--- src/rtl/vram_arbiter.sv ---
// vram_arbiter: shares one frame-buffer RAM between display fetch (priority) and a req/ack writer, with frame tick; define VRAM_VBLANK_ONLY_EN to allow writes only in vertical blanking
module vram_arbiter #(
  parameter int SCALE    = 4,
  parameter int H_ACTIVE = 640,
  parameter int V_ACTIVE = 480,
  parameter int COLOR_W  = 8,
  parameter int ADDR_W   = 15
) (
  input  logic               clk,
  input  logic               rst,
  input  logic [9:0]         h_idx,
  input  logic [9:0]         v_idx,
  input  logic               wr_req,
  input  logic [ADDR_W-1:0]  wr_addr,
  input  logic [COLOR_W-1:0] wr_data,
  output logic               wr_ack,
  output logic               wr_oob,
  output logic [ADDR_W-1:0]  mem_addr,
  output logic               mem_we,
  output logic [COLOR_W-1:0] mem_wdata,
  input  logic [COLOR_W-1:0] mem_rdata,
  output logic [COLOR_W-1:0] pix_data,
  output logic               pix_valid,
  output logic               frame_tick
);
  localparam int SH = $clog2(SCALE);
  localparam int FB_W = H_ACTIVE / SCALE;
  localparam int FB_DEPTH = FB_W * (V_ACTIVE / SCALE);
  localparam logic [9:0] PH_MASK = 10'(SCALE - 1);
  logic vis, disp, grant, in_range;
  logic [1:0] vis_d, disp_d;
  logic [ADDR_W-1:0] rd_addr;
  always_comb begin
    vis = h_idx < 10'(H_ACTIVE) && v_idx < 10'(V_ACTIVE);
    disp = vis && (h_idx & PH_MASK) == '0;
    rd_addr = ADDR_W'((32'(v_idx) >> SH) * FB_W + (32'(h_idx) >> SH));
    in_range = 32'(wr_addr) < FB_DEPTH;
`ifdef VRAM_VBLANK_ONLY_EN
    grant = wr_req && !disp && !wr_ack && v_idx >= 10'(V_ACTIVE);
`else
    grant = wr_req && !disp && !wr_ack;
`endif
  end
  always_ff @(posedge clk) begin
    if (rst) begin
      mem_addr   <= '0;
      mem_we     <= 1'b0;
      mem_wdata  <= '0;
      wr_ack     <= 1'b0;
      wr_oob     <= 1'b0;
      vis_d      <= '0;
      disp_d     <= '0;
      pix_valid  <= 1'b0;
      pix_data   <= '0;
      frame_tick <= 1'b0;
    end else begin
      mem_addr   <= disp ? rd_addr : grant ? wr_addr : mem_addr;
      mem_we     <= grant && in_range;
      mem_wdata  <= grant ? wr_data : mem_wdata;
      wr_ack     <= grant;
      wr_oob     <= wr_oob || (grant && !in_range);
      vis_d      <= {vis_d[0], vis};
      disp_d     <= {disp_d[0], disp};
      pix_valid  <= vis_d[1];
      pix_data   <= !vis_d[1] ? '0 : disp_d[1] ? mem_rdata : pix_data;
      frame_tick <= v_idx == 10'(V_ACTIVE) && h_idx == '0;
    end
  end
endmodule

--- config.mk ---
export PLATFORM = sky130hd
export DESIGN_NAME = vram_arbiter
export DESIGN_NICKNAME = d
export VERILOG_FILES = /design/src/rtl/vram_arbiter.sv
export SDC_FILE = /design/constraint.sdc
export NUM_CORES = 1
export LEC_CHECK = 0
export CAP_MARGIN = 40
export CORE_MARGIN = 2
export CORE_UTILIZATION = 44
export CTS_BUF_LIST = sky130_fd_sc_hd__clkbuf_8
export DETAILED_ROUTE_END_ITERATION = 8
export PLACE_DENSITY_LB_ADDON = 0.12
export SYNTH_ARGS = -nofsm -noshare
export SYNTH_HDL_FRONTEND = slang
export SYNTH_SLANG_ARGS = --single-unit
export TNS_END_PERCENT = 100
--- constraint.sdc ---
create_clock -name clk -period 2.98 [get_ports clk]
set_clock_uncertainty 0.2 [all_clocks]
set_input_delay 0.447 -clock clk [delete_from_list [all_inputs] [get_ports clk]]
set_output_delay 0.447 -clock clk [all_outputs]
set_load 0.1 [all_outputs]
==> flow_metrics.tcl <==
set metrics [dict create \
    fp.dieArea_mm2 0.005520 \
    p_int_mw 0.9662 \
    hold_ws_ps 241.7 \
    ys.flop_type "dfxtp_1" \
    clk_path_buf_depth 2 \
    io_pins 90 \
    yosysTopAreaCellShare 0.3682 \
    core.rowCount 25 \
    cts_root_buf "clkbuf_8" \
    p_sw_mw 0.5487 \
    worst_pin_slew_ps 602.2 \
    grt_util_all_layers 0.2017 \
    final_cells 407 \
    critical-path-top-delay-family "adder cells" \
    numPortBuffers 89 \
    p_total_mw 1.515 \
    drc 0 \
    multi_input_area_mm2 0.001344 \
    post-route-period-util 0.9725 \
    slew_violations 0 \
    syn-num-nets 299 \
    die_y_um 74.30 \
    r2r_setup_slack_ps 1430 \
    setup_viol 0 \
    n_antenna_cell 0 \
    reg2reg_to "mem_addr[11]" \
    clock_latency_ps 290 \
    yosysUniqueCellTypes 46 \
    grt_pass1_vias 1959 \
    crit_top_cell "o31a_1" \
    cp.buffers_inverters 2 \
    cts_max_level 2 \
    dr.pass1.iters 4 \
    ir_drop_mv 0.1724 \
    drive_above_1_share 0.2588 \
    fmax_mhz 345.0 \
    switching_share 0.3622 \
    rsz0062_at_grt "false" \
    power_frac_seq 0.381 \
    cp_slowest_cell "clkdlybuf4s50_1" \
    ys_seq_area_frac 0.3682 \
    nFillCells 424 \
    drt_iter0_drc 45 \
    syn_area_per_cell_um2 9.538 \
    rr_worst_depth 5 \
    hpwlAfterDp_mm 4.398 \
    synth_top_area_cell "dfxtp_1" \
    clkSinkCount 40 \
    hold_start "vis_d[0]" \
    regArea_um2 800.8 \
    synth-edff-count 0 \
    ys_warn_count 0 \
    clk_pin_slew_worst_paths_ps 70 \
    min_path_cells 1 \
    min_period_ps 2898 \
    critPathKind "primary input to flip-flop" \
    dp.cells 400 \
    grt_pass1_wl_mm 8.590 \
    r2r_start "wr_ack" \
    arrival_ps 2880 \
    overflow 0 \
    cts_made_buffers 5 \
    start_kind "primary input" \
    critPathMaxStageDelay_ps 430 \
    place.gp.congestion 0.8675 \
    crit_chain "clkdlybuf4s50_1 -> ha_1 -> ha_2 -> inv_1 -> fa_2 -> nand2b_1 -> or2_2 -> o31a_1 -> o31a_1" \
    antenna_found_initial 0 \
    power_density_mw_per_mm2 453.8 \
    initial_core_util 0.4574 \
    maxCapViolations 0 \
    antenna_left 0 \
    async_flop_share 0 \
    vias_per_cell 5.052 \
    critPathRequiredTime_ps 2960 \
    max-slew-margin-rel 0.5973 \
    die_w_um 74.30 \
    hold_viol 0 \
    totalWireLength_mm 5.477 \
    combPwrFrac 0.404 \
    cts_tree "built" \
    wire_per_inst_um 13.46 \
    status "completed" \
    synth_area_mm2 0.002175 \
    fin_nets 411 \
    min_to "vis_d[1]" \
    min_path_type "flip-flop to flip-flop" \
    core_mm2 0.004755 \
    post-cts-setup-buffers 0 \
    clock_power_share 0.216 \
    grt_max_degree 23 \
    synth_seq_cells 40 \
    synth.area.top_cells "dfxtp_1, mux2i_1, ha_1" \
    area_growth_pct 53.51 \
    syn_inst 228 \
    endpoint_kind "flip-flop" \
    p_leak_nw 1.420 \
    vias 2056 \
    path_max_fanout 2 \
]
[kinds of logic (layout without fill, tap and decap cells)]
kind of cell,Yosys count,after routing,synth area share
and+or+nand+nor,70,70,0.1657
buffers and inverters,19,131,0.03740
AOI/OAI and AO/OA,47,47,0.1663
xor gates and xnor gates,7,7,0.02819
DFF,40,40,0.3682
adders and majority gates,17,17,0.1047
muxes,28,28,0.1295
[state kept, by name, indices dropped and copies added, names as in the netlist]
register and cells:
frame_tick 1, vis_d 2, pix_valid 1, pix_data 8
disp_d 2, wr_ack 1, mem_we 1, mem_addr 15
wr_oob 1, mem_wdata 8
[power by group through the flow]
stage               combinational, mW  clock, mW  sequential [mW]
floorplan                       0.197          0            0.776
finish                          0.612      0.327            0.577
detailed placement              0.596          0            0.589
CTS                             0.599      0.337            0.577
global route                    0.654      0.358            0.579
global placement                0.587          0            0.588
[cells in the mapped netlist, types with 2 or more instances]
| library cell | instances |
|---|---|
| dfxtp_1 | 40 |
| nor2_1 | 33 |
| mux2i_1 | 27 |
| ha_1 | 15 |
| a211oi_1 | 14 |
| nor2b_1 | 10 |
| inv_1 | 9 |
| a21oi_1 | 8 |
| clkbuf_1 | 6 |
| nor4_1 | 5 |
| xnor2_1 | 5 |
| o21ai_0 | 4 |
| o31a_1 | 4 |
| or2_2 | 4 |
| nand2_1 | 3 |
| nor3_1 | 3 |
| a21o_1 | 2 |
| a31oi_1 | 2 |
| and2_1 | 2 |
| buf_2 | 2 |
| fa_1 | 2 |
| nand2b_1 | 2 |
| o21a_1 | 2 |
| xor2_1 | 2 |
[cell type report]
cell class | count | share of cell area
tap | 67 | 0.02511
multi-input combinational | 169 | 0.4025
sequential | 40 | 0.2399
inverter | 9 | 0.01012
timing repair buffer | 115 | 0.2991
clock buffer | 5 | 0.02061
clock inverter | 2 | 0.002624
[per-layer routing]
layer,share of wire,wire length (um),track usage
met4,0.027,146,0.09524
met2,0.50,2744,0.3651
met1,0.42,2302,0.2247
met5,0,0,0
met3,0.052,284,0.04336
[cells in the final DEF (no fill, tap or decap), types with 3 or more instances in the layout]
cell / synthesis / layout
a211oi_1: 14 / 11
or2_2: 4 / 4
ha_1: 15 / 14
inv_1: 9 / 10
mux2i_1: 27 / 27
nor4_1: 5 / 3
nand2_1: 3 / 3
o31a_1: 4 / 4
clkdlybuf4s50_1: 0 / 52
clkbuf_8: 0 / 5
nor2b_1: 10 / 8
nor2_1: 33 / 33
buf_4: 0 / 62
dfxtp_1: 40 / 40
o21ai_0: 4 / 4
nor3_1: 3 / 3
a211oi_2: 0 / 3
a21oi_1: 8 / 8
xnor2_1: 5 / 4
[what timing repair did]
item	4_1_cts	5_1_grt
hold endpoints to repair	0	0
hold buffers	0	0
endpoints found under the setup margin	0	4
gates resized for setup	0	11
[stage by stage]
stage,TNS (ps),cell area (um2),utilization,setup slack (ps)
2_1_floorplan,0,2175,-,248.5
3_3_place_gp,-748.2,3209,0.6750,-221.8
3_5_place_dp,-1025,3209,0.6750,-271.9
4_1_cts,0,3287,0.6913,26.09
5_1_grt,0,3338,0.7021,21.10
6_report,0,3338,0.7021,81.82
[how the worst max path moves through the flow]
stage,from,end,slack (ps),depth (start not counted)
detailed placement,v_idx[5],mem_addr[13],-270,10
global placement,v_idx[4],mem_addr[13],-220,8
finish,v_idx[3],mem_addr[13],80,9
CTS,v_idx[5],mem_addr[13],30,10
floorplan,v_idx[3],mem_addr[14],250,8
global route,v_idx[3],mem_addr[11],20,10
Note: power is estimated with default switching activity, not from simulation.
==> patch 1, RTL diff (same flow settings) <==
The parameter `V_ACTIVE` goes from 480 to 360.
--- a/src/rtl/vram_arbiter.sv
+++ b/src/rtl/vram_arbiter.sv
@@ -3,5 +3,5 @@
   parameter int SCALE    = 4,
   parameter int H_ACTIVE = 640,
-  parameter int V_ACTIVE = 480,
+  parameter int V_ACTIVE = 360,
   parameter int COLOR_W  = 8,
   parameter int ADDR_W   = 15
Check against the original RTL: not equivalent (Yosys sat finds a counterexample within 4 cycles, from zero or initial values and one cycle with rst high).
==> patch 1 against the original RTL <==
Final cell count rose by 6.4%; fmax rose by 0.92%; largest power group unchanged; wire length up 7.5%; sequential cell count did not move; sequential share of layout area fell by 1.1 points; setup slack better by 0.027 ns; area after synthesis grew 2.1%; total power rose by 14%; worst hold slack improved by 0.0069 ns; critical path type unchanged; clock power grew 59%; design area increased by 4.7%.
==> patch 1: results (changes against the original RTL) <==
- Run status: finished clean
- Hold path start: disp_d[0]$_SDFF_PP0_
- Compound-gate portion of the synthesized area: 0.168 (+0.00160)
- Multiplexer fraction of the synthesized cell area: 0.0952 (-0.0342)
- Tightest slew margin relative to the limit: 0.656 (+0.0584)
- Number of ordinary and repair buffers in the finished layout: 124 (+7.8%)
- Wirelength, routed: 5890 um (+7.5%)
- Cell area after layout: 0.00350 mm^2 (+4.7%)
- Grt met1 use: 0.248 (+0.0228)
- Instance count after placement with tap cells included: 424 (+6.0%)
- Number of non-clock inverters: 10 (+1)
- Final HPWL from detailed placement: 4510 um (+2.6%)
- Number of global-route vias before repair: 2168 (+11%)
- Hold EP: disp_d[1]$_SDFF_PP0_
- Final RePlAce weighted congestion: 0.806 (-7.1%)
- Launching instance or port of the critical path: v_idx[7]
- Final-layout non-clock buffer area share: 0.302 (+0.00333)
- Number of instances resized during post-cts repair: 12 (+12)
- Filler cells: 399 (-5.9%)
- Sequential share of power: 0.332 (-0.049)
- Adder and majority gate portion of the synthesized area: 0.103 (-0.00218)
- Number of sequential storage elements: 40 (unchanged)
- Post-route worst hold slack: 0.249 ns (+0.00694 ns)
- CP delay by family, top: simple AND/OR/NAND/NOR gates
- R2R Path End: mem_addr[7]$_SDFFE_PP0P_
patch 1: cell types whose count changed in the layout (fill, tap and decap cells not counted), moves of 4 or more:
cell,change
sky130_fd_sc_hd__nand2_1,+13
sky130_fd_sc_hd__buf_4,+9
sky130_fd_sc_hd__nand3_1,+8
sky130_fd_sc_hd__mux2i_1,-7
sky130_fd_sc_hd__nor2_1,-6
sky130_fd_sc_hd__dlygate4sd2_1,+5
sky130_fd_sc_hd__a21oi_1,+4
sky130_fd_sc_hd__clkdlybuf4s50_1,-4
patch 1: per-layer routing:
| layer | wire [um] | up-vias |
|---|---|---|
| li1 | - | 1129 |
| met1 | 2470 | 1033 |
| met2 | 2960 | 76 |
| met3 | 373 | 9 |
| met4 | 88 | 0 |
| met5 | 0 | - |
patch 1: metrics by stage:
stage	setup TNS, ns	power [mW]
after global placement	-0.848	1.18
after detailed placement	-1.01	1.19
final	0	1.73
after global routing	0	1.81
after floorplan	0	0.969
after CTS	0	1.72
==> patch 2, RTL diff (same settings) <==
Made on the original files. Take the reset off `mem_wdata` and load it in a clocked block of its own.
--- a/src/rtl/vram_arbiter.sv
+++ b/src/rtl/vram_arbiter.sv
@@ -46,5 +46,4 @@
       mem_addr   <= '0;
       mem_we     <= 1'b0;
-      mem_wdata  <= '0;
       wr_ack     <= 1'b0;
       wr_oob     <= 1'b0;
@@ -57,5 +56,4 @@
       mem_addr   <= disp ? rd_addr : grant ? wr_addr : mem_addr;
       mem_we     <= grant && in_range;
-      mem_wdata  <= grant ? wr_data : mem_wdata;
       wr_ack     <= grant;
       wr_oob     <= wr_oob || (grant && !in_range);
@@ -67,4 +65,8 @@
     end
   end
+
+  always_ff @(posedge clk) begin
+    mem_wdata <= grant ? wr_data : mem_wdata;
+  end
 endmodule
 
Formal check against the unedited RTL: not equivalent (a bounded check fails within 4 cycles, from zero or initial values and one cycle with rst high).
==> patch 2 against the original RTL <==
Clock power rose by 29%; worst hold slack improved by 0.012 ns; die area fell by 1.4%; wire length fell by 4.2%; largest cell class unchanged; critical path type unchanged; total power rose by 6.2%; fmax rose by 0.72%; setup slack improved by 0.021 ns; largest power group unchanged; synthesized cell count fell by 6.6%; design area fell by 0.26%; sequential cell count did not move; highest routed layer unchanged; first-iteration DRC count rose by 53%; area after synthesis fell by 1.4%.
==> patch 2: results (changes against the original RTL) <==
- Port buffer count: 89 (unchanged)
- Setup Fix Bufs, Post-CTS: 0 (unchanged)
- Iteration-0 DRC Markers: 69 (+53%)
- Leading registers by flop count: mem_addr: 15 flops, mem_wdata: 8 flops, pix_data: 8 flops
- Mean Syn Cell Area: 10.1 um^2 (+5.5%)
- GR Util All Layers: 0.197 (-0.00471)
- Placed cell area: 0.00319 mm^2 (-0.47%)
- Antenna violations before repair: 0 (unchanged)
- Final HPWL from detailed placement: 4220 um (-4.1%)
- Top routing layer in use: met4
- Power attributed to the clock group: 0.422 mW (+29%)
- Top cell types by occurrence after synthesis: sky130_fd_sc_hd__dfxtp_1, sky130_fd_sc_hd__nor2_1, sky130_fd_sc_hd__a211oi_1, sky130_fd_sc_hd__mux2i_1, sky130_fd_sc_hd__ha_1
- Amount of wire on met3 after detailed routing: 223 um (-21%)
- Finished Layout Cells: 395 (-2.9%)
- Average wire per standard cell: 13.3 um (-1.3%)
- Count of TritonRoute iterations in the first routing pass: 4 (unchanged)
- Number of clock buffers inserted by TritonCTS: 5 (unchanged)
- Xor/xnor share of the synthesized area: 0.0327 (+0.00450)
- Number of different library cells in the post-synthesis netlist: 44 (-4.3%)
- DR WL met2: 2730 um (-0.55%)
- Per-cell via count in the routed design: 4.95 (-2.1%)
- Wire length of the first global-routing pass: 8280 um (-3.6%)
- Met1 routed wirelength after detailed routing: 2200 um (-4.3%)
- Leakage component of the power: 1.40 nW (-1.2%)
- Ratio of cells with drive above 1 in the final layout: 0.247 (-0.0119)
- Compound-gate portion of the synthesized area: 0.161 (-0.00575)
- Number of nets produced by synthesis: 284 (-5.0%)
- CP delay by family, top: adder cells
- Sequential area share after synthesis: 0.411 (+0.0427)
- Multiplexer fraction of the synthesized cell area: 0.0846 (-0.0448)
- Instance count after placement with tap cells included: 387 (-3.3%)
- Adder and majority gate portion of the synthesized area: 0.106 (+0.00153)
- Least-Margin Pin Slew: 0.534 ns (-0.0687 ns)
- Root buffer cell: sky130_fd_sc_hd__clkbuf_8
- Clock-pin transition on the worst setup and hold timing paths: 0.07 ns (about the same)
- Fraction of registers with async set/reset: 0 (unchanged)
- Switching fraction of total power: 0.338 (-0.0246)
- Worst voltage drop across the vdd grid: 0.233 mV (+35%)
- CP Data Arrival Time: 2.86 ns (-0.02 ns)
- CP max stage cell: sky130_fd_sc_hd__clkdlybuf4s50_1
- Post-synth EDFFs: 8 (+8)
- Sequential share of power: 0.368 (-0.013)
- Area contributors post-synth: sky130_fd_sc_hd__dfxtp_1, sky130_fd_sc_hd__edfxtp_1, sky130_fd_sc_hd__ha_1
- Number of global-route vias before repair: 1876 (-4.2%)
- Run status: finished clean
- Switching Power: 0.543 mW (-1.0%)
- Worst slack, placed: -0.243 ns (+0.0290 ns)
- Antenna Cells: 0 (unchanged)
- Pin count of the biggest net entering global routing: 22 (-4.3%)
- Final RePlAce weighted congestion: 0.778 (-10%)
[patch 2: final cells by class]
type | count | area, um^2
clock buffers | 5 | 68.8
clock inverters | 3 | 38.8
fillers | 388 | 1390
inverters | 10 | 37.5
multi-input cells | 154 | 1220
flip-flops and latches | 40 | 881
well taps | 67 | 83.8
repair buffers | 116 | 1000
[patch 2: routing by layer]
layer,track usage,vias to the layer above
li1,-,1003
met1,0.225,891
met2,0.356,53
met3,0.0412,7
met4,0.0747,0
met5,0,-
[patch 2: worst paths after layout]
| check | from | end | slack [ns] | cells after the start |
|---|---|---|---|---|
| worst max-delay path | v_idx[3] | mem_addr[13]$_SDFFE_PP0P_ | 0.10 | 10 |
| worst min-delay path | disp_d[0]$_SDFF_PP0_ | disp_d[1]$_SDFF_PP0_ | 0.25 | 1 |
| worst max register to register | wr_ack$_SDFF_PP0_ | mem_addr[7]$_SDFFE_PP0P_ | 1.29 | 5 |
| worst min register to register | disp_d[0]$_SDFF_PP0_ | disp_d[1]$_SDFF_PP0_ | 0.25 | 1 |
